==> config.mk <==
export PLATFORM = sky130hd
export DESIGN_NAME = mem_wb_writeback_unit_flat
export DESIGN_NICKNAME = d
export VERILOG_FILES = /design/src/rtl/mem_wb_writeback_if.sv /design/src/rtl/mem_wb_writeback_unit.sv /design/src/flat_wrapper.sv
export SDC_FILE = /design/constraint.sdc
export NUM_CORES = 1
export LEC_CHECK = 0
export ABC_CLOCK_PERIOD_IN_PS = 2450
export CELL_PAD_IN_SITES_DETAIL_PLACEMENT = 1
export CELL_PAD_IN_SITES_GLOBAL_PLACEMENT = 2
export CORE_AREA = 2 2 106 108
export CTS_CLUSTER_SIZE = 20
export DETAILED_ROUTE_END_ITERATION = 12
export DIE_AREA = 0 0 108 110
export DONT_BUFFER_PORTS = 1
export PLACE_DENSITY_LB_ADDON = 0.1
export SYNTH_ARGS = -nofsm -noshare
export SYNTH_HDL_FRONTEND = slang
export SYNTH_SLANG_ARGS = --single-unit
==> constraint.sdc <==
create_clock -name clk -period 2.45 [get_ports clk]
set_input_delay 0.49 -clock clk [delete_from_list [all_inputs] [get_ports clk]]
set_output_delay 0.49 -clock clk [all_outputs]
set_load 0.02 [all_outputs]
==> src/rtl/mem_wb_writeback_if.sv <==
// Bundle of pipeline-side, SRAM-side and register-file-side signals for the
// memory/write-back stage. The unit sits on the slave modport; the pipeline,
// SRAM and register file together form the master side.
// Handshake: ready is combinational; while ready = 0 the upstream pipeline
// must hold every input stable, and the instruction is accepted on the rising
// edge where ready = 1.
interface mem_wb_writeback_if #(
  parameter int SRAM_AW = 18
);
  logic               mem_r_en;
  logic               mem_w_en;
  logic               wb_en_in;
  logic [3:0]         dest_in;
  logic [31:0]        alu_result;
  logic [31:0]        st_val;
  logic               ready;
  logic [SRAM_AW-1:0] sram_addr;
  logic [15:0]        sram_dq_out;
  logic [15:0]        sram_dq_in;
  logic               sram_dq_oe;
  logic               sram_we_n;
  logic               wb_en;
  logic [3:0]         wb_dest;
  logic [31:0]        wb_value;

  modport slave (
    input  mem_r_en, mem_w_en, wb_en_in, dest_in, alu_result, st_val,
    input  sram_dq_in,
    output ready, sram_addr, sram_dq_out, sram_dq_oe, sram_we_n,
    output wb_en, wb_dest, wb_value
  );

  modport master (
    output mem_r_en, mem_w_en, wb_en_in, dest_in, alu_result, st_val,
    output sram_dq_in,
    input  ready, sram_addr, sram_dq_out, sram_dq_oe, sram_we_n,
    input  wb_en, wb_dest, wb_value
  );
endinterface

==> src/rtl/mem_wb_writeback_unit.sv <==
// Memory/write-back stage: splits a 32-bit load/store into two half-word
// SRAM phases (low then high), each lasting WAIT_CYCLES clocks, freezes the
// pipeline via ready meanwhile, and owns the MEM/WB register that drives the
// register file write port.
module mem_wb_writeback_unit #(
  parameter int WAIT_CYCLES = 3,
  parameter int ADDR_OFFSET = 1024,
  parameter int SRAM_AW     = 18
) (
  input  logic                 clk,
  input  logic                 rst,
  mem_wb_writeback_if.slave    bus,
  output logic [1:0]           state_dbg
);

  typedef enum logic [1:0] {
    S_IDLE = 2'd0,
    S_LO   = 2'd1,
    S_HI   = 2'd2,
    S_DONE = 2'd3
  } state_t;

  localparam int CW = (WAIT_CYCLES > 1) ? $clog2(WAIT_CYCLES) : 1;
  localparam logic [CW-1:0] CNT_LAST = CW'(WAIT_CYCLES - 1);

  state_t             state;
  state_t             state_nxt;
  logic [CW-1:0]      cnt;
  logic [CW-1:0]      cnt_nxt;
  logic [31:0]        rd_data;
  logic               mem_req;
  logic               phase_end;
  logic [31:0]        addr_diff;
  logic [SRAM_AW-2:0] word_addr;
  logic               unused_addr_bits;

  assign mem_req   = bus.mem_r_en | bus.mem_w_en;
  assign phase_end = (cnt == CNT_LAST);
  assign addr_diff = bus.alu_result - 32'(ADDR_OFFSET);
  // Byte address to 32-bit word index; the two byte-lane bits are dropped.
  assign word_addr = addr_diff[SRAM_AW:2];
  assign unused_addr_bits = ^{addr_diff[31:SRAM_AW+1], addr_diff[1:0]};

  // Freeze upstream for any memory op until the access reaches DONE.
  assign bus.ready = !mem_req || (state == S_DONE);
  assign state_dbg = state;

  // State and phase counter register.
  always_ff @(posedge clk or posedge rst) begin
    if (rst) begin
      state <= S_IDLE;
      cnt   <= '0;
    end else begin
      state <= state_nxt;
      cnt   <= cnt_nxt;
    end
  end

  // Next-state logic: each SRAM phase lasts WAIT_CYCLES clocks.
  always_comb begin
    state_nxt = state;
    cnt_nxt   = cnt;
    case (state)
      S_IDLE: begin
        cnt_nxt = '0;
        if (mem_req) state_nxt = S_LO;
      end
      S_LO: begin
        if (phase_end) begin
          state_nxt = S_HI;
          cnt_nxt   = '0;
        end else begin
          cnt_nxt = cnt + CW'(1);
        end
      end
      S_HI: begin
        if (phase_end) begin
          state_nxt = S_DONE;
          cnt_nxt   = '0;
        end else begin
          cnt_nxt = cnt + CW'(1);
        end
      end
      default: begin
        state_nxt = S_IDLE;
        cnt_nxt   = '0;
      end
    endcase
  end

  // SRAM bus outputs decoded from the current phase.
  always_comb begin
    bus.sram_addr   = '0;
    bus.sram_dq_out = 16'h0;
    bus.sram_dq_oe  = 1'b0;
    bus.sram_we_n   = 1'b1;
    case (state)
      S_LO: begin
        bus.sram_addr   = {word_addr, 1'b0};
        bus.sram_dq_out = bus.st_val[15:0];
        bus.sram_dq_oe  = bus.mem_w_en;
        bus.sram_we_n   = !bus.mem_w_en;
      end
      S_HI: begin
        bus.sram_addr   = {word_addr, 1'b1};
        bus.sram_dq_out = bus.st_val[31:16];
        bus.sram_dq_oe  = bus.mem_w_en;
        bus.sram_we_n   = !bus.mem_w_en;
      end
      default: ;
    endcase
  end

  // Load data assembly: capture each half in the last cycle of its phase.
  always_ff @(posedge clk or posedge rst) begin
    if (rst) begin
      rd_data <= 32'h0;
    end else if (bus.mem_r_en && phase_end) begin
      if (state == S_LO) rd_data[15:0]  <= bus.sram_dq_in;
      if (state == S_HI) rd_data[31:16] <= bus.sram_dq_in;
    end
  end

  // MEM/WB register: bubble while frozen, never write R15 (the PC).
  always_ff @(posedge clk or posedge rst) begin
    if (rst) begin
      bus.wb_en    <= 1'b0;
      bus.wb_dest  <= 4'h0;
      bus.wb_value <= 32'h0;
    end else if (bus.ready) begin
      bus.wb_en    <= bus.wb_en_in && (bus.dest_in != 4'd15);
      bus.wb_dest  <= bus.dest_in;
      bus.wb_value <= bus.mem_r_en ? rd_data : bus.alu_result;
    end else begin
      bus.wb_en <= 1'b0;
    end
  end

endmodule
==> src/flat_wrapper.sv <==
// flat-port wrapper written by rule: the top's interface ports become plain ports
module mem_wb_writeback_unit_flat 
#(
  parameter int WAIT_CYCLES = 3,
  parameter int ADDR_OFFSET = 1024,
  parameter int SRAM_AW     = 18
)
  (clk, rst, state_dbg, bus_mem_r_en, bus_mem_w_en, bus_wb_en_in, bus_dest_in, bus_alu_result, bus_st_val, bus_sram_dq_in, bus_ready, bus_sram_addr, bus_sram_dq_out, bus_sram_dq_oe, bus_sram_we_n, bus_wb_en, bus_wb_dest, bus_wb_value);
  mem_wb_writeback_if #(.SRAM_AW(SRAM_AW)) bus_i ();
  input  logic clk;
  input  logic rst;
  output logic [1:0] state_dbg;
  input wire logic [$bits(bus_i.mem_r_en)-1:0] bus_mem_r_en;
  input wire logic [$bits(bus_i.mem_w_en)-1:0] bus_mem_w_en;
  input wire logic [$bits(bus_i.wb_en_in)-1:0] bus_wb_en_in;
  input wire logic [$bits(bus_i.dest_in)-1:0] bus_dest_in;
  input wire logic [$bits(bus_i.alu_result)-1:0] bus_alu_result;
  input wire logic [$bits(bus_i.st_val)-1:0] bus_st_val;
  input wire logic [$bits(bus_i.sram_dq_in)-1:0] bus_sram_dq_in;
  output wire logic [$bits(bus_i.ready)-1:0] bus_ready;
  output wire logic [$bits(bus_i.sram_addr)-1:0] bus_sram_addr;
  output wire logic [$bits(bus_i.sram_dq_out)-1:0] bus_sram_dq_out;
  output wire logic [$bits(bus_i.sram_dq_oe)-1:0] bus_sram_dq_oe;
  output wire logic [$bits(bus_i.sram_we_n)-1:0] bus_sram_we_n;
  output wire logic [$bits(bus_i.wb_en)-1:0] bus_wb_en;
  output wire logic [$bits(bus_i.wb_dest)-1:0] bus_wb_dest;
  output wire logic [$bits(bus_i.wb_value)-1:0] bus_wb_value;
  assign bus_i.mem_r_en = bus_mem_r_en;
  assign bus_i.mem_w_en = bus_mem_w_en;
  assign bus_i.wb_en_in = bus_wb_en_in;
  assign bus_i.dest_in = bus_dest_in;
  assign bus_i.alu_result = bus_alu_result;
  assign bus_i.st_val = bus_st_val;
  assign bus_i.sram_dq_in = bus_sram_dq_in;
  assign bus_ready = bus_i.ready;
  assign bus_sram_addr = bus_i.sram_addr;
  assign bus_sram_dq_out = bus_i.sram_dq_out;
  assign bus_sram_dq_oe = bus_i.sram_dq_oe;
  assign bus_sram_we_n = bus_i.sram_we_n;
  assign bus_wb_en = bus_i.wb_en;
  assign bus_wb_dest = bus_i.wb_dest;
  assign bus_wb_value = bus_i.wb_value;
  mem_wb_writeback_unit #(.WAIT_CYCLES(WAIT_CYCLES), .ADDR_OFFSET(ADDR_OFFSET), .SRAM_AW(SRAM_AW)) u_core (.clk(clk), .rst(rst), .bus(bus_i), .state_dbg(state_dbg));
endmodule
==> results of run 1 <==
layout make-up:
class	instances	area [µm²]
Sequential cell	73	1827
Timing Repair Buffer	35	304.0
Tap cell	140	175.2
Clock buffer	10	137.6
Fill cell	1192	6518
Clock inverter	6	66.31
Multi-Input combinational cell	222	1647
Inverter	6	23.77
placed cells by master (no fill, tap or decap), types with 2 or more instances in the layout:
master,count
o31ai_1,2
dfrtp_1,73
nand2_1,2
clkinv_2,2
o21ai_0,3
a22oi_1,16
or3_1,3
and2_1,9
inv_1,5
clkbuf_8,10
nor2b_1,18
mux2i_1,32
clkinvlp_4,3
buf_4,31
a21oi_1,38
mux2_2,37
nor2_1,38
and3b_1,2
buf_12,3
ha_1,4
nand2b_1,3
worst max path at each step:
stage                        startpoint            endpoint  slack, ps  depth (start not counted)
floorplan           u_core.state_dbg[0]   bus_sram_addr[11]       -110                          6
global placement     bus_alu_result[13]   bus_sram_addr[17]        220                          4
detailed placement  u_core.state_dbg[0]   bus_sram_addr[16]        150                          5
CTS                 u_core.state_dbg[0]    bus_sram_addr[6]         40                          6
global route        u_core.state_dbg[0]  bus_sram_dq_out[9]         20                          6
finish              u_core.state_dbg[0]    bus_sram_addr[6]        150                          6
logic make-up (layout without fill, tap and decap cells):
group / after synthesis / after routing / share of synthesized area [%]
and+or+nand+nor: 84 / 84 / 12.32
DFF: 73 / 73 / 51.52
muxes: 69 / 69 / 20.78
AOI/OAI and AO/OA: 63 / 63 / 10.48
buffers and inverters: 25 / 57 / 2.893
adders and majority gates: 5 / 5 / 1.764
xor gates and xnor gates: 1 / 1 / 0.2470
flip-flops by register name, indices dropped and copies added (netlist names):
register and cells:
u_core.bus.wb_en 1, u_core.state_dbg 2, u_core.bus.wb_value 32, u_core.cnt 2, u_core.bus.wb_dest 4, u_core.rd_data 32
what timing repair did:
item,in CTS,in global routing
setup buffers,0,0
gates resized for setup,3,2
setup endpoints to repair,17,4
pin swaps,0,0
hold endpoints to repair,0,0
through the flow:
step / worst slack (ps) / setup TNS (ps) / utilization [%]
after floorplan: -107.1 / -793.9 / -
after global placement: 220.0 / 0 / 36.96
after detailed placement: 147.0 / 0 / 36.96
final: 145.4 / 0 / 39.08
after CTS: 36.20 / 0 / 39.02
after global routing: 19.63 / 0 / 39.08
power breakdown:
group	internal, mW	switching (mW)	leakage [nW]	total, mW
registers	1.78	0.763	0.896	2.54
clock network	0.500	0.473	0.0949	0.973
logic	1.15	1.39	0.911	2.54
total	3.43	2.63	1.90	6.06
worst max-delay path: stages, from the launching register on:
cell and delay, ps:
dfrtp_1 380, buf_4 170, ha_1 270, nor2_2 180, nor2b_1 60, buf_4 170
and2_1 240
per-layer routing:
layer / part of all wire (%) / track usage, %
met1: 41 / 18.58
met2: 50 / 26.77
met3: 8.9 / 5.467
met4: 0.49 / 3.022
met5: 0 / 0
==> flow_summary.ini, run 1 <==
[run_status]
status = finished, final reports clean

[clock_network]
clock_sinks = 73
root_buffer = clkbuf_8
cts_max_level = 3
clk_pin_slew_ps = 80
cts_tree = done
clk_path_buf_depth = 2
numCtsBuffers = 9
clock_latency_ps = 340
cts_hold_buf = 0

[global_routing]
grt_pass1_wl_mm = 14.18
grt.overflow.total = 0
grt_max_degree = 44
grt.total_usage_pct = 15.41
grt_pass1_vias = 2707
grt_antenna_before_repair = 0

[setup_path]
regToRegStartpoint = u_core.state_dbg[0]
reg2reg_depth = 5
crit_fanout = 8
worst_setup_path_start_kind = flop
reg2reg_slack_ps = 640
worst_ep_arrival_time_ps = 1810
path_class = reg -> out
required_ps = 1960
r2r-end = u_core.rd_data[7]
crit_path_end_kind = output port

[route]
drt_first_pass_iters = 4
finalWirelength_mm = 9.387
drc = 0
via_per_inst = 5.152
antenna_left = 0
routedWlPerCell_um = 19.08
initialDrtViolationCount = 53
vias = 2535

[placement]
portBuffers = 0
dp.cells = 476
place.gp.congestion = 0.6618
placed_cell_area_um2 = 3954
dp_hpwl_mm = 6.755

[cells_and_area]
instances_no_fill = 492
antenna_cells = 0
finalNetCount = 441
syn_to_final_growth_pct = 17.89
drive_above_1_share_pct = 26.99
finish.instance_area_um2 = 4180

[timing]
fmax_ghz = 0.4339
tightestPinTransition_ps = 942.3
fin_crit_sh_pct = 94.06
min_period_ps = 2305
finalSetupViolCount = 0
whs_ps = 73.16
rsz0062_at_grt = false
finalClockSkew_ps = 13.74
drv_slew = 0
finalHoldViolCount = 0
slew_headroom_pct = 37.01

[logic_synthesis]
synth-edff-count = 0
postSynth.asyncResetShare_pct = 100.0
ys_ff_latch = 73
ys_top_cells_by_area = dfrtp_1 52%, mux2_2 12%, mux2i_1 9.0%
seq_area_frac_synth_pct = 51.52
syn_avg_cell_area_um2 = 11.08
ys_types = 32
ys_warn_count = 0
synth_area_leader_cell = dfrtp_1
netlist_area_um2 = 3546
synth.top_cell.area_share_pct = 51.52
syn_nets = 414
synth_ff_type = dfrtp_1
synth_most_common_cell = dfrtp_1
synthTopCellsByCount = 73 x dfrtp_1, 39 x nor2_1, 38 x a21oi_1
netlist_instances = 320

[die]
die-height_um = 110
coreArea_um2 = 10700
pin_count = 165
die_area_um2 = 11880
die_w_um = 108
num_rows = 38
start_util_pct = 33.15

[pwr]
power_mw = 6.058
vdd_drop_max_v = 0.0006120
power_density_nw_per_um2 = 1449
p_leak_nw = 1.902

[run]
max_cap_viol_count = 0

[hold_path]
hold_class = in -> async
No activity file was read; power rests on OpenSTA's default activity.
==> run 2, diff against run 1 <==
--- a/config.mk
+++ b/config.mk
@@ -14,6 +14,7 @@
 export DIE_AREA = 0 0 108 110
 export DONT_BUFFER_PORTS = 1
 export PLACE_DENSITY_LB_ADDON = 0.1
+export REMOVE_ABC_BUFFERS = 1
 export SYNTH_ARGS = -nofsm -noshare
 export SYNTH_HDL_FRONTEND = slang
 export SYNTH_SLANG_ARGS = --single-unit
==> flow_summary.ini, run 2 (synthesis results as in run 1) <==
[run_status]
status = finished, final reports clean

[hold_path]
hold_class = in -> async

[cells_and_area]
finalNetCount = 444
syn_to_final_growth_pct = 17.47
finish.instance_area_um2 = 4165
layout_common_cells = 71 x dfrtp_1, 38 x nor2_1, 38 x a21oi_1, 37 x mux2_2, 34 x buf_4
layout_commonest_cell = dfrtp_1
drive_above_1_share_pct = 27.61
instances_no_fill = 495
antenna_cells = 0
nFillCells = 1194
reg.largest.list = u_core.bus.wb_value x32, u_core.rd_data x32, u_core.bus.wb_dest x4

[die]
die-height_um = 110
coreArea_um2 = 10700
start_util_pct = 33.15
die_w_um = 108
die_area_um2 = 11880
pin_count = 165
num_rows = 38

[timing]
drv_slew = 0
slew_headroom_pct = 55.83
finalHoldViolCount = 0
fin_crit_sh_pct = 94.43
finalSetupViolCount = 0
rsz0062_at_grt = false
fmax_ghz = 0.4322
min_period_ps = 2314
finalClockSkew_ps = 8.639
tightestPinTransition_ps = 660.8

[pwr]
power.share.clock_pct = 14.5
vdd_drop_max_v = 0.0005046
p_int_mw = 3.342
comb_power_share_pct = 42.1
seqPwrFrac_pct = 43.4
switching_share_pct = 43.77
p_leak_nw = 1.906
switchingPower_mw = 2.602
power_density_nw_per_um2 = 1427

[placement]
portBuffers = 0
dp.cells = 479
place.gp.congestion = 0.6903
placed_cell_area_um2 = 3976
dp_hpwl_mm = 6.693

[route]
routedWlPerCell_um = 18.87
antenna_left = 0
finalWirelength_mm = 9.343
vias = 2567
drc = 0
via_per_inst = 5.186
initialDrtViolationCount = 71
drt_first_pass_iters = 4

[clock_network]
clk_path_buf_depth = 2
root_buffer = clkbuf_8
clk_pin_slew_ps = 80
cts_hold_buf = 0
cts_tree = done
cts_setup_buffers = 0
clock_latency_ps = 350
clock_sinks = 73
numCtsBuffers = 9
cts_max_level = 3

[global_routing]
grt_max_degree = 40
grt_antenna_before_repair = 0
grt.overflow.total = 0
grt_pass1_vias = 2599
grt.total_usage_pct = 15.57
grt_pass1_wl_mm = 13.80

[setup_path]
path_class = reg -> out
required_ps = 1960
worst_setup_path_start_kind = flop
crit_path_end_kind = output port
crit_fanout = 18
worst_ep_arrival_time_ps = 1820

[run]
max_cap_viol_count = 0
[run 2: changes by cell type in the layout (fill, tap and decap cells not counted)]
| cell | change |
|---|---|
| o21ai_2 | -1 |
| ha_1 | +1 |
| dfrtp_2 | +2 |
| clkinv_4 | +1 |
| clkinvlp_4 | -1 |
| ha_4 | -1 |
| buf_4 | +3 |
| dfrtp_1 | -2 |
| bufinv_16 | -1 |
| o21ai_1 | +1 |
| clkinv_2 | +1 |
[run 2: final timing paths]
check                      slack, ps  cells past startpoint                     to                start
min in group clk                 290                      1     u_core.rd_data[10]   bus_sram_dq_in[10]
setup reg to reg                 600                      5      u_core.rd_data[2]  u_core.state_dbg[1]
setup / recovery                 140                      6     bus_sram_dq_out[5]  u_core.state_dbg[0]
hold / removal                    80                      1  u_core.bus.wb_dest[1]                  rst
hold reg to reg                  470                      1          u_core.cnt[0]        u_core.cnt[1]
max in group asynchronous       1720                      2    u_core.state_dbg[0]                  rst
[run 2: timing repair]
action                                 in CTS  in global routing
gates resized for setup                     2                  2
endpoints found under the hold margin       0                  0
setup endpoints to repair                   9                 10
[run 2: power by group through the flow]
stage          Clock, mW  Sequential, mW  Combinational [mW]
6_report           0.862            2.58                2.50
5_1_grt            0.964            2.67                2.77
4_1_cts            0.920            2.60                2.54
3_5_place_dp           0            2.62                2.53
3_3_place_gp           0            2.60                2.47
2_1_floorplan          0            2.47                1.75
[run 2: metrics by stage]
step | setup slack [ps] | hold WS (ps) | total power, mW | setup TNS, ps | utilization (%)
after floorplan | -1310 | 430.4 | 4.216 | -42280 | -
after global placement | 224.6 | 453.0 | 5.076 | 0 | 37.17
after detailed placement | 233.7 | 461.4 | 5.150 | 0 | 37.17
after CTS | 46.04 | 78.02 | 6.059 | 0 | 38.88
after global routing | 1.942 | 91.23 | 6.405 | 0 | 38.94
final | 136.4 | 77.53 | 5.944 | 0 | 38.94
[run 2: cell type report]
class	count	area, µm²	share of cell area, %
Timing Repair Buffer	38	326.6	7.840
Tap cell	140	175.2	4.205
Sequential cell	73	1829	43.92
Inverter	6	23.77	0.5707
Clock inverter	6	42.54	1.021
Multi-Input combinational cell	222	1630	39.14
Clock buffer	10	137.6	3.304
[run 2: per-layer routing]
layer	up-vias	share of wire [%]	track usage, %
met3	11	9.1	6.232
met5	-	0	0
li1	1191	-	-
met4	0	1.1	6.044
met1	1268	41	17.97
met2	97	49	26.06
[run 2: worst max-delay path: stages, from the launching register on]
cell     delay, ps
dfrtp_2        480
inv_1          110
ha_1           250
buf_6          230
a22oi_1        120
nor2b_1        140
buf_4          150
